<file path="config.mk">
export PLATFORM = sky130hd
export DESIGN_NAME = hs_sink_flat
export DESIGN_NICKNAME = d
export VERILOG_FILES = /design/src/rtl/hs_pkg.sv /design/src/rtl/hs_sink_if.sv /design/src/rtl/hs_sync.sv /design/src/rtl/hs_sink.sv /design/src/flat_wrapper.sv
export SDC_FILE = /design/constraint.sdc
export NUM_CORES = 1
export LEC_CHECK = 0
export ABC_AREA = 1
export CAP_MARGIN = 20
export CORE_MARGIN = 1.5
export CORE_UTILIZATION = 45
export CTS_BUF_LIST = sky130_fd_sc_hd__clkbuf_4
export DETAILED_ROUTE_END_ITERATION = 10
export DONT_BUFFER_PORTS = 1
export RECOVER_POWER = 50
export SLEW_MARGIN = 40
export SYNTH_ARGS = -nofsm -noshare
export SYNTH_HDL_FRONTEND = slang
export SYNTH_HIERARCHICAL = 1
export SYNTH_SLANG_ARGS = --single-unit
</file>
<file path="constraint.sdc">
create_clock -name clk -period 1.56 [get_ports clk]
set_input_delay 0.468 -clock clk [delete_from_list [all_inputs] [get_ports clk]]
set_output_delay 0.468 -clock clk [all_outputs]
set_load 0.03 [all_outputs]
</file>
<file path="src/rtl/hs_pkg.sv">
// Shared types and default constants for the hs_sink async-to-sync handshake sink.
package hs_pkg;

  localparam int HS_DATA_W      = 8;
  localparam int HS_DEPTH       = 4;
  localparam int HS_SYNC_STAGES = 2;

  typedef enum logic {
    IDLE     = 1'b0,
    WAIT_LOW = 1'b1
  } hs_state_t;

endpackage

</file>
<file path="src/rtl/hs_sink_if.sv">
// Bundle of the request/acknowledge side and the valid/ready FIFO read side of hs_sink.
interface hs_sink_if
  import hs_pkg::*;
#(
  parameter int DATA_W = HS_DATA_W,
  parameter int DEPTH  = HS_DEPTH
);

  localparam int CNT_W = $clog2(DEPTH + 1);

  logic              req_out;
  logic [DATA_W-1:0] data_in;
  logic              ack_out;
  logic [DATA_W-1:0] m_data;
  logic              m_valid;
  logic              m_ready;
  logic [CNT_W-1:0]  count;

  modport master (
    output req_out, data_in, m_ready,
    input  ack_out, m_data, m_valid, count
  );

  modport slave (
    input  req_out, data_in, m_ready,
    output ack_out, m_data, m_valid, count
  );

endinterface

</file>
<file path="src/rtl/hs_sync.sv">
// N-flop single-bit synchronizer with synchronous reset to 0.
module hs_sync #(
  parameter int N = 2
) (
  input  logic clk,
  input  logic rst,
  input  logic d,
  output logic q
);

  logic [N-1:0] sync_q;
  logic [N-1:0] sync_d;

  always_comb begin
    sync_d = {sync_q[N-2:0], d};
  end

  // NOTE: sequential state is always updated with non-blocking assignments so
  // every flop samples the pre-edge value of its neighbours.
  always_ff @(posedge clk) begin
    if (rst) sync_q <= '0;
    else     sync_q <= sync_d;
  end

  assign q = sync_q[N-1];

endmodule

</file>
<file path="src/rtl/hs_sink.sv">
// Tail of the micropipeline: 4-phase RTZ acknowledge plus show-ahead FIFO read out by valid/ready.
// Optional statistics (tok_cnt, stall) are built when HS_SINK_STATS_EN is defined.
module hs_sink
  import hs_pkg::*;
#(
  parameter int DATA_W      = HS_DATA_W,
  parameter int DEPTH       = HS_DEPTH,
  parameter int SYNC_STAGES = HS_SYNC_STAGES
) (
  input  logic        clk,
  input  logic        rst,
  hs_sink_if.slave    bus
`ifdef HS_SINK_STATS_EN
  ,
  output logic [15:0] tok_cnt,
  output logic        stall
`endif
);

  localparam int PTR_W = $clog2(DEPTH);
  localparam int CNT_W = $clog2(DEPTH + 1);
  localparam logic [CNT_W-1:0] FULL_CNT = CNT_W'(DEPTH);

  logic              req_s;
  hs_state_t         state_q, state_d;
  logic              ack_q, ack_d;
  logic [PTR_W-1:0]  wr_ptr_q, wr_ptr_d;
  logic [PTR_W-1:0]  rd_ptr_q, rd_ptr_d;
  logic [CNT_W-1:0]  count_q, count_d;
  logic [DATA_W-1:0] mem_q [DEPTH];
  logic              push;
  logic              pop;
  logic              full;

  hs_sync #(.N(SYNC_STAGES)) u_req_sync (
    .clk (clk),
    .rst (rst),
    .d   (bus.req_out),
    .q   (req_s)
  );

  // Full is judged on the registered count, so a same-cycle pop never frees a slot early.
  assign full = (count_q == FULL_CNT);
  assign pop  = (count_q != '0) && bus.m_ready;

  // NOTE: every signal written here gets a default first, so no latch is inferred.
  always_comb begin
    state_d = state_q;
    ack_d   = ack_q;
    push    = 1'b0;
    unique case (state_q)
      IDLE: begin
        if (req_s && !full) begin
          push    = 1'b1;
          ack_d   = 1'b0;
          state_d = WAIT_LOW;
        end
      end
      WAIT_LOW: begin
        if (!req_s) begin
          ack_d   = 1'b1;
          state_d = IDLE;
        end
      end
      default: begin
        ack_d   = 1'b1;
        state_d = IDLE;
      end
    endcase
  end

  always_comb begin
    wr_ptr_d = wr_ptr_q + PTR_W'(push);
    rd_ptr_d = rd_ptr_q + PTR_W'(pop);
    count_d  = count_q + CNT_W'(push) - CNT_W'(pop);
  end

  always_ff @(posedge clk) begin
    if (rst) begin
      state_q  <= IDLE;
      ack_q    <= 1'b1;
      wr_ptr_q <= '0;
      rd_ptr_q <= '0;
      count_q  <= '0;
    end else begin
      state_q  <= state_d;
      ack_q    <= ack_d;
      wr_ptr_q <= wr_ptr_d;
      rd_ptr_q <= rd_ptr_d;
      count_q  <= count_d;
    end
  end

  // NOTE: storage is deliberately not reset; the read mux below hides stale
  // contents whenever the FIFO is empty.
  always_ff @(posedge clk) begin
    if (push) mem_q[wr_ptr_q] <= bus.data_in;
  end

  assign bus.ack_out = ack_q;
  assign bus.m_valid = (count_q != '0);
  assign bus.m_data  = (count_q != '0) ? mem_q[rd_ptr_q] : '0;
  assign bus.count   = count_q;

`ifdef HS_SINK_STATS_EN
  logic [15:0] tok_cnt_q, tok_cnt_d;

  always_comb begin
    tok_cnt_d = tok_cnt_q + 16'(push);
  end

  always_ff @(posedge clk) begin
    if (rst) tok_cnt_q <= '0;
    else     tok_cnt_q <= tok_cnt_d;
  end

  assign tok_cnt = tok_cnt_q;
  assign stall   = (state_q == IDLE) && req_s && full;
`endif

endmodule

</file>
<file path="src/flat_wrapper.sv">
// flat-port wrapper written by rule: the top's interface ports become plain ports
module hs_sink_flat import hs_pkg::*;
#(
  parameter int DATA_W      = HS_DATA_W,
  parameter int DEPTH       = HS_DEPTH,
  parameter int SYNC_STAGES = HS_SYNC_STAGES
)
  (clk, rst, bus_req_out, bus_data_in, bus_m_ready, bus_ack_out, bus_m_data, bus_m_valid, bus_count);
  hs_sink_if #(.DATA_W(DATA_W), .DEPTH(DEPTH)) bus_i ();
  input  logic clk;
  input  logic rst;
  input wire logic [$bits(bus_i.req_out)-1:0] bus_req_out;
  input wire logic [$bits(bus_i.data_in)-1:0] bus_data_in;
  input wire logic [$bits(bus_i.m_ready)-1:0] bus_m_ready;
  output wire logic [$bits(bus_i.ack_out)-1:0] bus_ack_out;
  output wire logic [$bits(bus_i.m_data)-1:0] bus_m_data;
  output wire logic [$bits(bus_i.m_valid)-1:0] bus_m_valid;
  output wire logic [$bits(bus_i.count)-1:0] bus_count;
  assign bus_i.req_out = bus_req_out;
  assign bus_i.data_in = bus_data_in;
  assign bus_i.m_ready = bus_m_ready;
  assign bus_ack_out = bus_i.ack_out;
  assign bus_m_data = bus_i.m_data;
  assign bus_m_valid = bus_i.m_valid;
  assign bus_count = bus_i.count;
  hs_sink #(.DATA_W(DATA_W), .DEPTH(DEPTH), .SYNC_STAGES(SYNC_STAGES)) u_core (.clk(clk), .rst(rst), .bus(bus_i));
endmodule
</file>
**Yosys cells after proc, flatten, opt, wreduce, memory -nomap -nowiden**

Memory sizes are Yosys's and may differ from the RTL's. A register that Yosys moved wholly into a read port is not among the register bits.
Cells that the tools add are included.

- Flip-flop bits (word level): 11
- Bits in writable memories: 32
- Bits of input ports: 12
- Word-level logic and storage cells: 31
- Memories kept: 1

- $add $sub $neg: 4
- Equality and inequality tests: 3
- Multiplexer cells: 11
- Bitwise operators: 1
- Reduce and logical (&&, ||, !) cells: 5

Memory list:

| memory | words | width | rd ports | clocked after Yosys merged registers in | write ports | RTL line | text |
|---|---|---|---|---|---|---|---|
| u_core.mem_q | 4 | 8 | 1 | 1 | 1 | hs_sink.sv:30 | `logic [DATA_W-1:0] mem_q [DEPTH];` |

Operators with widths:

| cell | count |
|---|---|
| $mux 8 | 1 |
| $mux 1 | 7 |
| $add 2x1->2 | 2 |
| $pmux 1 s2 | 2 |
| $add 3x1->3 | 1 |
| $eq 3x3->1 const B | 1 |
| $reduce_bool 3->1 | 1 |
| $sub 3x1->3 | 1 |
| $logic_and 1x1->1 | 2 |
| $mux 2 | 1 |
| $ne 2x1->1 const B | 1 |
| $ne 2x2->1 const B | 1 |
| $reduce_and 2->1 | 1 |
| $logic_not 1->1 | 1 |
| $not 1->1 | 1 |

**Logic depth before layout (Yosys ltp)**

Gate-level depths: netlist of the first run.

- Depth in word-level cells: 7
- Mapped depth: 11
- Gate-level depth less buffers: 11

**By module**

Netlist of the first run, hierarchy kept.

By module, submodules not included:

| module | instances | cells an instance | area each (um^2) | sequential area each (um^2) |
|---|---|---|---|---|
| hs_sink | 1 | 153 | 1690.4 | 1141.1 |
| hs_sync | 1 | 6 | 55.1 | 40.0 |

**Least setup slack after synthesis of the first run**

No wires, ideal clock.

- Path type: reg2out
- Start: register u_core.count_q[1], in the netlist u_core/bus.count[1]
- End: output bus_m_data[0]
- Data arrival time: 1.637 ns
- Data required time: 1.092 ns
- Slack: -0.545 ns
- Cell stages (with the launch flop): 5
- Path buffers: 0
- Path through: dfxtp_1 > nor2_1 > nand2_1 > inv_1 > a21oi_1

- Cells in the longest elaborated chain, start to end: 2

Ends and longest elaborated chain:

| what | RTL line | text |
|---|---|---|
| start, declared | hs_sink.sv:29 | `logic [CNT_W-1:0] count_q, count_d;` |
| start signal, assigned | hs_sink.sv:90 | `count_q <= count_d;` |
| $reduce_bool 3->1 | n/a |  |
| named net bus_m_valid | flat_wrapper.sv:17 | `output wire logic [$bits(bus_i.m_valid)-1:0] bus_m_valid;` |
| $mux 8 | hs_sink.sv:102 | `assign bus.m_data = (count_q != '0) ? mem_q[rd_ptr_q] : '0;` |
| end, declared | flat_wrapper.sv:16 | `output wire logic [$bits(bus_i.m_data)-1:0] bus_m_data;` |

The timed path passes the listed nets, and every way through them passes these cells.

==> metrics, run 1 <==
Cell Pwr Density 1706 nW/um^2; reg2reg setup slack -200 ps; Psw 1.531 mW; TritonCTS clock tree yes; Placement Cell Area 2043 um^2; gr ovfl total 0; Via density 4.937; first-pass GRT wire length 5.395 mm; nets 206; Die Ht 65.28 um; Place WS -133.3 ps; Req. time, crit path 1090 ps; post-synth top area share 55.05%; measured slew at the worst slew-check pin 316.8 ps; Reg power frac 35.6%; combinational power share 47.5%; hold depth 1; final wirelength 3.362 mm; Post-Syn Nets 174; hpwl dp 2.229 mm; outcome finished, violations left; Area growth syn-to-layout 31.47%; CP endpoint kind output pin; port bufs 0; share of cells above drive strength 1 38.74%; depth of the CTS H-tree 2; ranking of synthesized cells by area edfxtp_1, dfxtp_1, nor2_1, inv_1, a21oi_1; 1st-iter DRT viols 17; Critical Path Start Type flop; failing checks negative setup slack; Reg clk slew, reported paths 110 ps; Post-synth top cells nor2_1, edfxtp_1, inv_1; die area 4261 um^2; count of different cell masters after synthesis 20; Starting Density 47.32%; initial antenna violation count 0; Vias 1180; Hold Path End u_core/bus.count[1]; FF-to-FF path depth 9; sequential-to-total area share from yosys stat 67.67%; Rows 22; gpl congestion 0.7789; Async S/R FF share, synth 0%; cell area after layout 2295 um^2; # setup viols final 11; Crit path arrival time 1390 ps; Peak Freq 538.6 MHz; reg2reg start u_core/bus.count[0]; period utilization 119.0%; Post-Syn Area 1745 um^2; Post-Route Skew 4.921 ps; Clk pwr share 16.9%; RSZ-0062 raised after global routing true; Max rail drop VDD 710.9 uV; Final Hold Viols 0; total CTS buffers 5; crit path buf inv count 1; kind of critical path reg -> out; placeable core area 3689 um^2; Synth Instances 159; n_diodes 0; min-delay src rst; Synth area leader edfxtp_1; minimum clock period 1857 ps; Max FO, Critical Path 6; EDFF count, synth 32; clock latency on the worst-skew pair 340 ps; Max Cap Viol 0; Synth Warn # 6; Pleak 0.8520 nW; CP max stage delay 410 ps; vias in the first global route 1147; GRT Total Usage 17.75%; Pre-antenna DRT Iters 4; Power Internal 2.383 mW; max-slew violation count 0; Slew headroom 78.85%; pin count of the biggest net entering global routing 18; Root Buffer Master clkbuf_4; Top FF cell, synth edfxtp_1; I/O Pins 25; Max Buffers Root-to-Sink 2; CP dominant cell by count nor2_1; Sw Ratio 39.12%; worst path cell trace buf_6, nor2_1, nor2_1, o21ai_1, a21oi_4; Routed WL per cell 14.07 um; synthesized flop and latch total 43; Worst Setup Slack, final -296.8 ps; setup TNS -2724 ps; slowest cell on the critical path dfxtp_4; die width 65.28 um; DR DRC count 0; Mapped Avg Cell Area 10.98 um^2; Worst Hold Class in -> reg; CTS sink count 43; RR Endpoint u_core/bus.count[1]; most frequent cell after synthesis nor2_1; CP top delay family flip-flops; antenna-violating nets left 0
-- cell usage in the layout (no fill, tap or decap), types with 4 or more instances in the layout --
master / netlist / final
inv_2: 2 / 5
nor2_1: 41 / 37
inv_1: 16 / 11
buf_6: 2 / 8
dfxtp_4: 0 / 4
nand2_1: 12 / 8
buf_4: 1 / 20
clkbuf_4: 0 / 6
dfxtp_1: 11 / 6
o21ai_1: 8 / 15
edfxtp_1: 32 / 32
a21oi_4: 0 / 8
-- layer usage --
layer | share of wire (%) | vias to the layer above | track usage (%)
li1 | - | 601 | -
met1 | 41 | 552 | 20.97
met2 | 51 | 20 | 29.08
met3 | 6.0 | 7 | 7.021
met4 | 1.6 | 0 | 7.031
met5 | 0 | - | 0
-- cell families after synthesis --
| group | synth area share (%) |
|---|---|
| AND/OR/NAND/NOR | 14.05 |
| flip-flops | 67.67 |
| AO/OA/AOI/OAI | 8.459 |
| buffers and inverters | 6.739 |
| adder cells (fa/ha/maj) | 2.580 |
| XOR/XNOR | 0.5019 |
-- repair_timing --
action / 4_1_cts / 5_1_grt
setup endpoints to repair: 11 / 43
hold endpoints to repair: 0 / 0
pin swaps: 15 / 10
hold buffers: 0 / 0
setup buffers: 5 / 3
gates resized for setup: 31 / 12
-- cell type report --
type	instances	area [um^2]
fill	290	1394
tap	48	60.06
clock buffer	6	45.04
multi-input combinational	94	633.1
inverter	18	73.82
timing repair buffer	29	255.2
sequential	43	1197
clock inverter	1	30.03
-- stage by stage --
| step | instances | total power [mW] | util, % | hold WS (ps) |
|---|---|---|---|---|
| floorplan | 159 | 2.587 | - | 388.3 |
| global placement | 224 | 2.888 | 55.39 | 389.8 |
| detailed placement | 224 | 2.922 | 55.39 | 396.3 |
| CTS | 236 | 3.816 | 60.35 | 161.1 |
| global route | 239 | 4.113 | 62.21 | 131.5 |
| finish | 239 | 3.914 | 62.21 | 168.1 |
-- worst max-delay path by stage --
| stage | startpoint | slack [ps] | cells past startpoint | end |
|---|---|---|---|---|
| floorplan | u_core/bus.count[0] | -150 | 4 | bus_m_data[0] |
| global placement | u_core/bus.count[0] | -90 | 11 | u_core/bus.count[2] |
| detailed placement | u_core/bus.count[0] | -130 | 11 | u_core/bus.count[2] |
| CTS | u_core/rd_ptr_q[0] | -310 | 5 | bus_m_data[3] |
| global route | u_core/rd_ptr_q[0] | -390 | 5 | bus_m_data[1] |
| finish | u_core/rd_ptr_q[0] | -300 | 5 | bus_m_data[4] |
-- registers in the layout, summed over array words and instances (netlist names) --
| register | cells |
|---|---|
| u_core/state_q | 1 |
| u_core/rd_ptr_q | 2 |
| u_core/u_req_sync/sync_q | 2 |
| u_core/wr_ptr_q | 2 |
| u_core/bus.count | 3 |
| u_core/mem_q | 32 |
| u_core/bus.ack_out | 1 |
-- worst reg2reg max path: stages (launching register included) --
cell and delay, ps:
dfxtp_4 370, nor2_4 160, nand2_4 80, buf_6 130
nand3_2 80, nand2_2 70, ha_4 160, fa_2 530
inv_2 40, nor2_2 100
-- power groups by stage --
stage                     Sequential, mW  Clock (mW)  Combinational, mW
final                               1.39       0.661               1.86
after global routing                1.40       0.730               1.98
after CTS                           1.39       0.675               1.75
after detailed placement            1.41           0               1.51
after global placement              1.41           0               1.48
after floorplan                     1.46           0               1.12
Note: power is estimated with default switching activity, not from simulation.
==> run 2, diff against run 1 <==
--- a/config.mk
+++ b/config.mk
@@ -11,7 +11,7 @@
 export CORE_UTILIZATION = 45
 export CTS_BUF_LIST = sky130_fd_sc_hd__clkbuf_4
 export DETAILED_ROUTE_END_ITERATION = 10
-export DONT_BUFFER_PORTS = 1
+export PLACE_DENSITY = 0.71
 export RECOVER_POWER = 50
 export SLEW_MARGIN = 40
 export SYNTH_ARGS = -nofsm -noshare
==> run 2 against run 1 <==
Against the previous run:
- the run still ends with negative setup slack left
- routed wire length rose by 8.0%
- sequential cell count did not move
- clock power rose by 4.5%
- setup slack got worse by 97 ps
- die area did not move
- cell count rose by 8.4%
- worst hold slack improved by 260 ps
- sequential share of layout area fell by 3.1 points
- count of clock-buffer cells in the layout fell by 1
- first-iteration DRC count rose to 4.5 times the previous value
- largest cell class unchanged
==> metrics, run 2 (synthesis results as in run 1) <==
hold buffer count at cts 0 (unchanged); die area 4261 um^2 (unchanged); Pleak 0.9342 nW (+9.6%); Starting Density 47.32% (unchanged); die width 65.28 um (unchanged); reg2reg setup slack -310 ps (-110 ps); measured slew at the worst slew-check pin 348.5 ps (+31.76 ps); # setup viols final 11 (unchanged); Max Cap Viol 0 (unchanged); initial antenna violation count 0 (unchanged); final wirelength 3.630 mm (+8.0%); Vias 1299 (+10%); reg2reg start u_core/bus.count[0]; Area growth syn-to-layout 39.57%; gpl congestion 0.7526 (-3.4%); Req. time, crit path 1090 ps (about the same); Max rail drop VDD 926.4 uV (+30%); period utilization 125.3% (+6.2 points); commonest cells after routing, fill and taps aside nor2_1, edfxtp_1, buf_4; FF-to-FF path depth 11 (+2); 1st-iter DRT viols 76 (+59); depth of the CTS H-tree 2 (unchanged); I/O Pins 25 (unchanged); antenna-violating nets left 0 (unchanged); hold depth 2 (+1); total CTS buffers 5 (unchanged); Slew headroom 76.52% (-2.3 points); Crit path arrival time 1490 ps (+100 ps); Via density 5.015 (+1.6%); Reg clk slew, reported paths 120 ps (about the same); nets 225 (+9.2%); RR Endpoint u_core/bus.count[1]; RSZ-0062 raised after global routing true; vias in the first global route 1269 (+11%); GRT Total Usage 18.37% (+0.62 points); Pre-antenna DRT Iters 4 (unchanged); first-pass GRT wire length 5.775 mm (+7.0%); Place WS -487.3 ps (-354.0 ps); minimum clock period 1954 ps (+97.50 ps); PnR Total Power 4.239 mW (+8.3%); CP endpoint kind output pin; DR DRC count 0 (unchanged); Root Buffer Master clkbuf_4; largest register by flop count u_core/mem_q; port bufs 24 (+24); clock latency on the worst-skew pair 350 ps (about the same); commonest non-fill, non-tap cell in the layout nor2_1; outcome finished, violations left; hpwl dp 2.493 mm (+12%); kind of critical path reg -> out; Worst Setup Slack, final -394.3 ps (-97.50 ps); max reg flops 32 (unchanged); Max Buffers Root-to-Sink 2 (unchanged); Routed WL per cell 14.02 um (-0.37%); share of cells above drive strength 1 35.55% (-3.2 points); Post-Route Skew 4.647 ps (-0.2742 ps); Peak Freq 511.7 MHz (-5.0%); CTS sink count 43 (unchanged); gr ovfl total 0 (unchanged); Rows 22 (unchanged); TritonCTS clock tree yes; failing checks negative setup slack; Hold Path End u_core/u_req_sync/sync_q[1]; min-delay src u_core/u_req_sync/sync_q[0]; Final Hold Viols 0 (unchanged); Critical Path Start Type flop; placeable core area 3689 um^2 (unchanged); Cell Pwr Density 1740 nW/um^2 (+2.0%); max-slew violation count 0 (unchanged); pin count of the biggest net entering global routing 18 (unchanged); Max FO, Critical Path 8 (+2); Worst Hold Class reg -> reg; Die Ht 65.28 um (unchanged); n_diodes 0 (unchanged)
run 2: layer usage:
metal	track usage (%)	wire, um
met5	0	0
met4	8.333	70
met3	3.596	169
met2	31.12	1854
met1	22.73	1536
run 2: worst max-delay path by stage:
stage          slack [ps]             endpoint                 from
2_1_floorplan        -150        bus_m_data[0]  u_core/bus.count[0]
4_1_cts              -410        bus_m_data[7]  u_core/bus.count[0]
3_3_place_gp         -440  u_core/bus.count[2]          bus_m_ready
6_report             -390        bus_m_data[7]  u_core/bus.count[0]
5_1_grt              -460        bus_m_data[7]  u_core/bus.count[0]
3_5_place_dp         -490  u_core/bus.count[2]          bus_m_ready
run 2: final cells by class:
type | count | area (um^2)
well taps | 48 | 60.06
repair buffers | 48 | 439.2
clock inverters | 3 | 43.79
multi-input cells | 94 | 585.6
fillers | 290 | 1252
clock buffers | 5 | 37.54
inverters | 18 | 73.82
flip-flops and latches | 43 | 1196
run 2: worst max-delay path, stage by stage (launching register included):
cell and delay [ps]:
dfxtp_4 380, nor2_4 40, buf_6 100, nand2_4 70, clkinvlp_4 100, buf_12 170
a21oi_4 120, buf_6 140
run 2: where the power goes:
group          internal (mW)  switching, mW  total (mW)
registers               1.32         0.0588        1.38
logic                  0.969           1.20        2.17
clock network          0.337          0.354       0.691
total                   2.63           1.61        4.24
run 2: metrics by stage:
| step | setup TNS (ps) | hold WS [ps] | utilization (%) | cell area [um^2] | cells |
|---|---|---|---|---|---|
| after floorplan | -3353 | 388.3 | - | 1876 | 159 |
| after global placement | -1129 | 393.5 | 61.43 | 2266 | 248 |
| after detailed placement | -1452 | 404.2 | 61.43 | 2266 | 248 |
| after CTS | -3656 | 422.8 | 65.23 | 2406 | 257 |
| after global routing | -4556 | 443.4 | 66.04 | 2436 | 259 |
| final | -3892 | 423.2 | 66.04 | 2436 | 259 |
run 2: repair_timing:
action	CTS	global route
pin swaps	1	0
setup endpoints to repair	12	12
buffers inserted	1	2
resized for setup	23	12
==> run 3, diff against run 2 <==
--- a/config.mk
+++ b/config.mk
@@ -13,6 +13,7 @@
 export DETAILED_ROUTE_END_ITERATION = 10
 export PLACE_DENSITY = 0.71
 export RECOVER_POWER = 50
+export SKIP_LAST_GASP = 1
 export SLEW_MARGIN = 40
 export SYNTH_ARGS = -nofsm -noshare
 export SYNTH_HDL_FRONTEND = slang
==> run 3 against run 2 <==
Against the previous run:
- critical path depth stayed put
- the run still ends with negative setup slack left
- setup slack worse by 6.2 ps
- die area stayed put
- non-clock buffer count stayed put
- total power is 0.85% lower
- first-iteration DRC count is 2.6% lower
- clock skew hardly changed
==> metrics, run 3 (synthesis results as in run 1) <==
Crit path arrival time 1490 ps (about the same); pin count of the biggest net entering global routing 18 (unchanged); max reg flops 32 (unchanged); Worst Setup Slack, final -400.5 ps (-6.188 ps); Peak Freq 510.1 MHz (-0.32%); measured slew at the worst slew-check pin 348.5 ps (-0.003219 ps); die area 4261 um^2 (unchanged); Routed WL per cell 13.81 um (-1.4%); max-slew violation count 0 (unchanged); GRT Total Usage 18.37% (unchanged); gr ovfl total 0 (unchanged); CP endpoint kind output pin; placeable core area 3689 um^2 (unchanged); Rows 22 (unchanged); Max Buffers Root-to-Sink 2 (unchanged); Area growth syn-to-layout 39.00%; Slew headroom 76.52% (about the same); CTS sink count 43 (unchanged); Max FO, Critical Path 8 (unchanged); initial antenna violation count 0 (unchanged); vias in the first global route 1269 (unchanged); nets 225 (unchanged); Die Ht 65.28 um (unchanged); Worst Hold Class reg -> reg; worst path cell trace nor2_4, buf_6, nand2_4, clkinvlp_4, buf_12, a21oi_4, buf_6; Final Hold Viols 0 (unchanged); n_diodes 0 (unchanged); Root Buffer Master clkbuf_4; CP dominant cell by count buf_6; Critical Path Start Type flop; 1st-iter DRT viols 74 (-2.6%); commonest cells after routing, fill and taps aside nor2_1, edfxtp_1, buf_4; Max rail drop VDD 921.6 uV (-0.52%); I/O Pins 25 (unchanged); commonest non-fill, non-tap cell in the layout nor2_1; outcome finished, violations left; # setup viols final 11 (unchanged); Fillers 288 (-0.69%); hold buffer count at cts 0 (unchanged); Reg clk slew, reported paths 120 ps (about the same); depth of the CTS H-tree 2 (unchanged); clock latency on the worst-skew pair 350 ps (about the same); Pre-antenna DRT Iters 4 (unchanged); Max Cap Viol 0 (unchanged); Req. time, crit path 1090 ps (about the same); TritonCTS clock tree yes; Pleak 0.9372 nW (+0.33%); hold_ws 423.7 ps (+0.4970 ps); first-pass GRT wire length 5.775 mm (unchanged); gpl congestion 0.7526 (unchanged); total CTS buffers 5 (unchanged); Vias 1290 (-0.69%); period utilization 125.7% (+0.40 points); Cell Pwr Density 1732 nW/um^2 (-0.45%); fin util 65.77% (-0.27 points); largest register by flop count u_core/mem_q; CP max stage delay 380 ps (about the same); Starting Density 47.32% (unchanged); Post-Route Skew 4.151 ps (-0.4963 ps); setup TNS -3904 ps (-11.88 ps); Via density 4.981 (-0.69%); die width 65.28 um (unchanged); final wirelength 3.578 mm (-1.4%); antenna-violating nets left 0 (unchanged); Place WS -487.3 ps (unchanged); share of cells above drive strength 1 32.70% (-2.8 points); RSZ-0062 raised after global routing true; port bufs 24 (unchanged); kind of critical path reg -> out; minimum clock period 1960 ps (+6.188 ps); slowest cell on the critical path dfxtp_4; failing checks negative setup slack; hpwl dp 2.493 mm (unchanged); DR DRC count 0 (unchanged)
-- run 3: changes by cell type in the layout (fill, tap and decap cells not counted) --
cell     before  now
inv_2         4    2
fa_2          1    0
nand2_2       3    1
inv_1        12   14
nor2_1       39   40
fa_1          0    1
nand2_1       8   10
nor2_2        1    0
-- run 3: what timing repair did --
action | 4_1_cts | 5_1_grt
setup endpoints to repair | 12 | 12
buffers inserted | 1 | 2
pin swaps | 1 | 0
resized for setup | 23 | 6
-- run 3: where the power goes --
part	switching [mW]	leakage [nW]	internal [mW]	total [mW]
logic	1.18	0.510	0.956	2.13
registers	0.0594	0.382	1.32	1.38
clock network	0.353	0.0452	0.337	0.690
-- run 3: final cells by class --
class / count / area [um^2] / area share (%)
flip-flops and latches: 43 / 1196 / 49.30
multi-input cells: 94 / 575.6 / 23.72
repair buffers: 48 / 439.2 / 18.10
inverters: 18 / 73.82 / 3.043
well taps: 48 / 60.06 / 2.475
clock inverters: 3 / 43.79 / 1.805
clock buffers: 5 / 37.54 / 1.547
-- run 3: worst max-delay path, delay by kind of cell (launching register included) --
family / cells / cell delay [ps]
AO/OA/AOI/OAI: 1 / 130
buffers and inverters: 4 / 520
flip-flops: 1 / 380
AND/OR/NAND/NOR: 2 / 110
-- run 3: worst paths after layout --
check,from,to,slack (ps),cells after the start
worst min-delay path,u_core/u_req_sync/sync_q[0],u_core/u_req_sync/sync_q[1],420,2
worst max register to register,u_core/bus.count[0],u_core/bus.count[2],-310,12
worst min register to register,u_core/u_req_sync/sync_q[0],u_core/u_req_sync/sync_q[1],420,2
worst max-delay path,u_core/bus.count[0],bus_m_data[7],-400,7
-- run 3: per-stage QoR --
stage / instance area, um^2 / std cells / power [mW]
4_1_cts: 2406 / 257 / 4.136
2_1_floorplan: 1876 / 159 / 2.587
3_3_place_gp: 2266 / 248 / 3.206
3_5_place_dp: 2266 / 248 / 3.262
6_report: 2426 / 259 / 4.202
5_1_grt: 2426 / 259 / 4.401
-- run 3: layer usage --
metal | part of all wire (%) | track usage, % | wire length [um]
met1 | 43 | 22.73 | 1549
met2 | 51 | 31.12 | 1821
met3 | 3.8 | 3.596 | 137
met4 | 1.9 | 8.333 | 69
met5 | 0 | 0 | 0
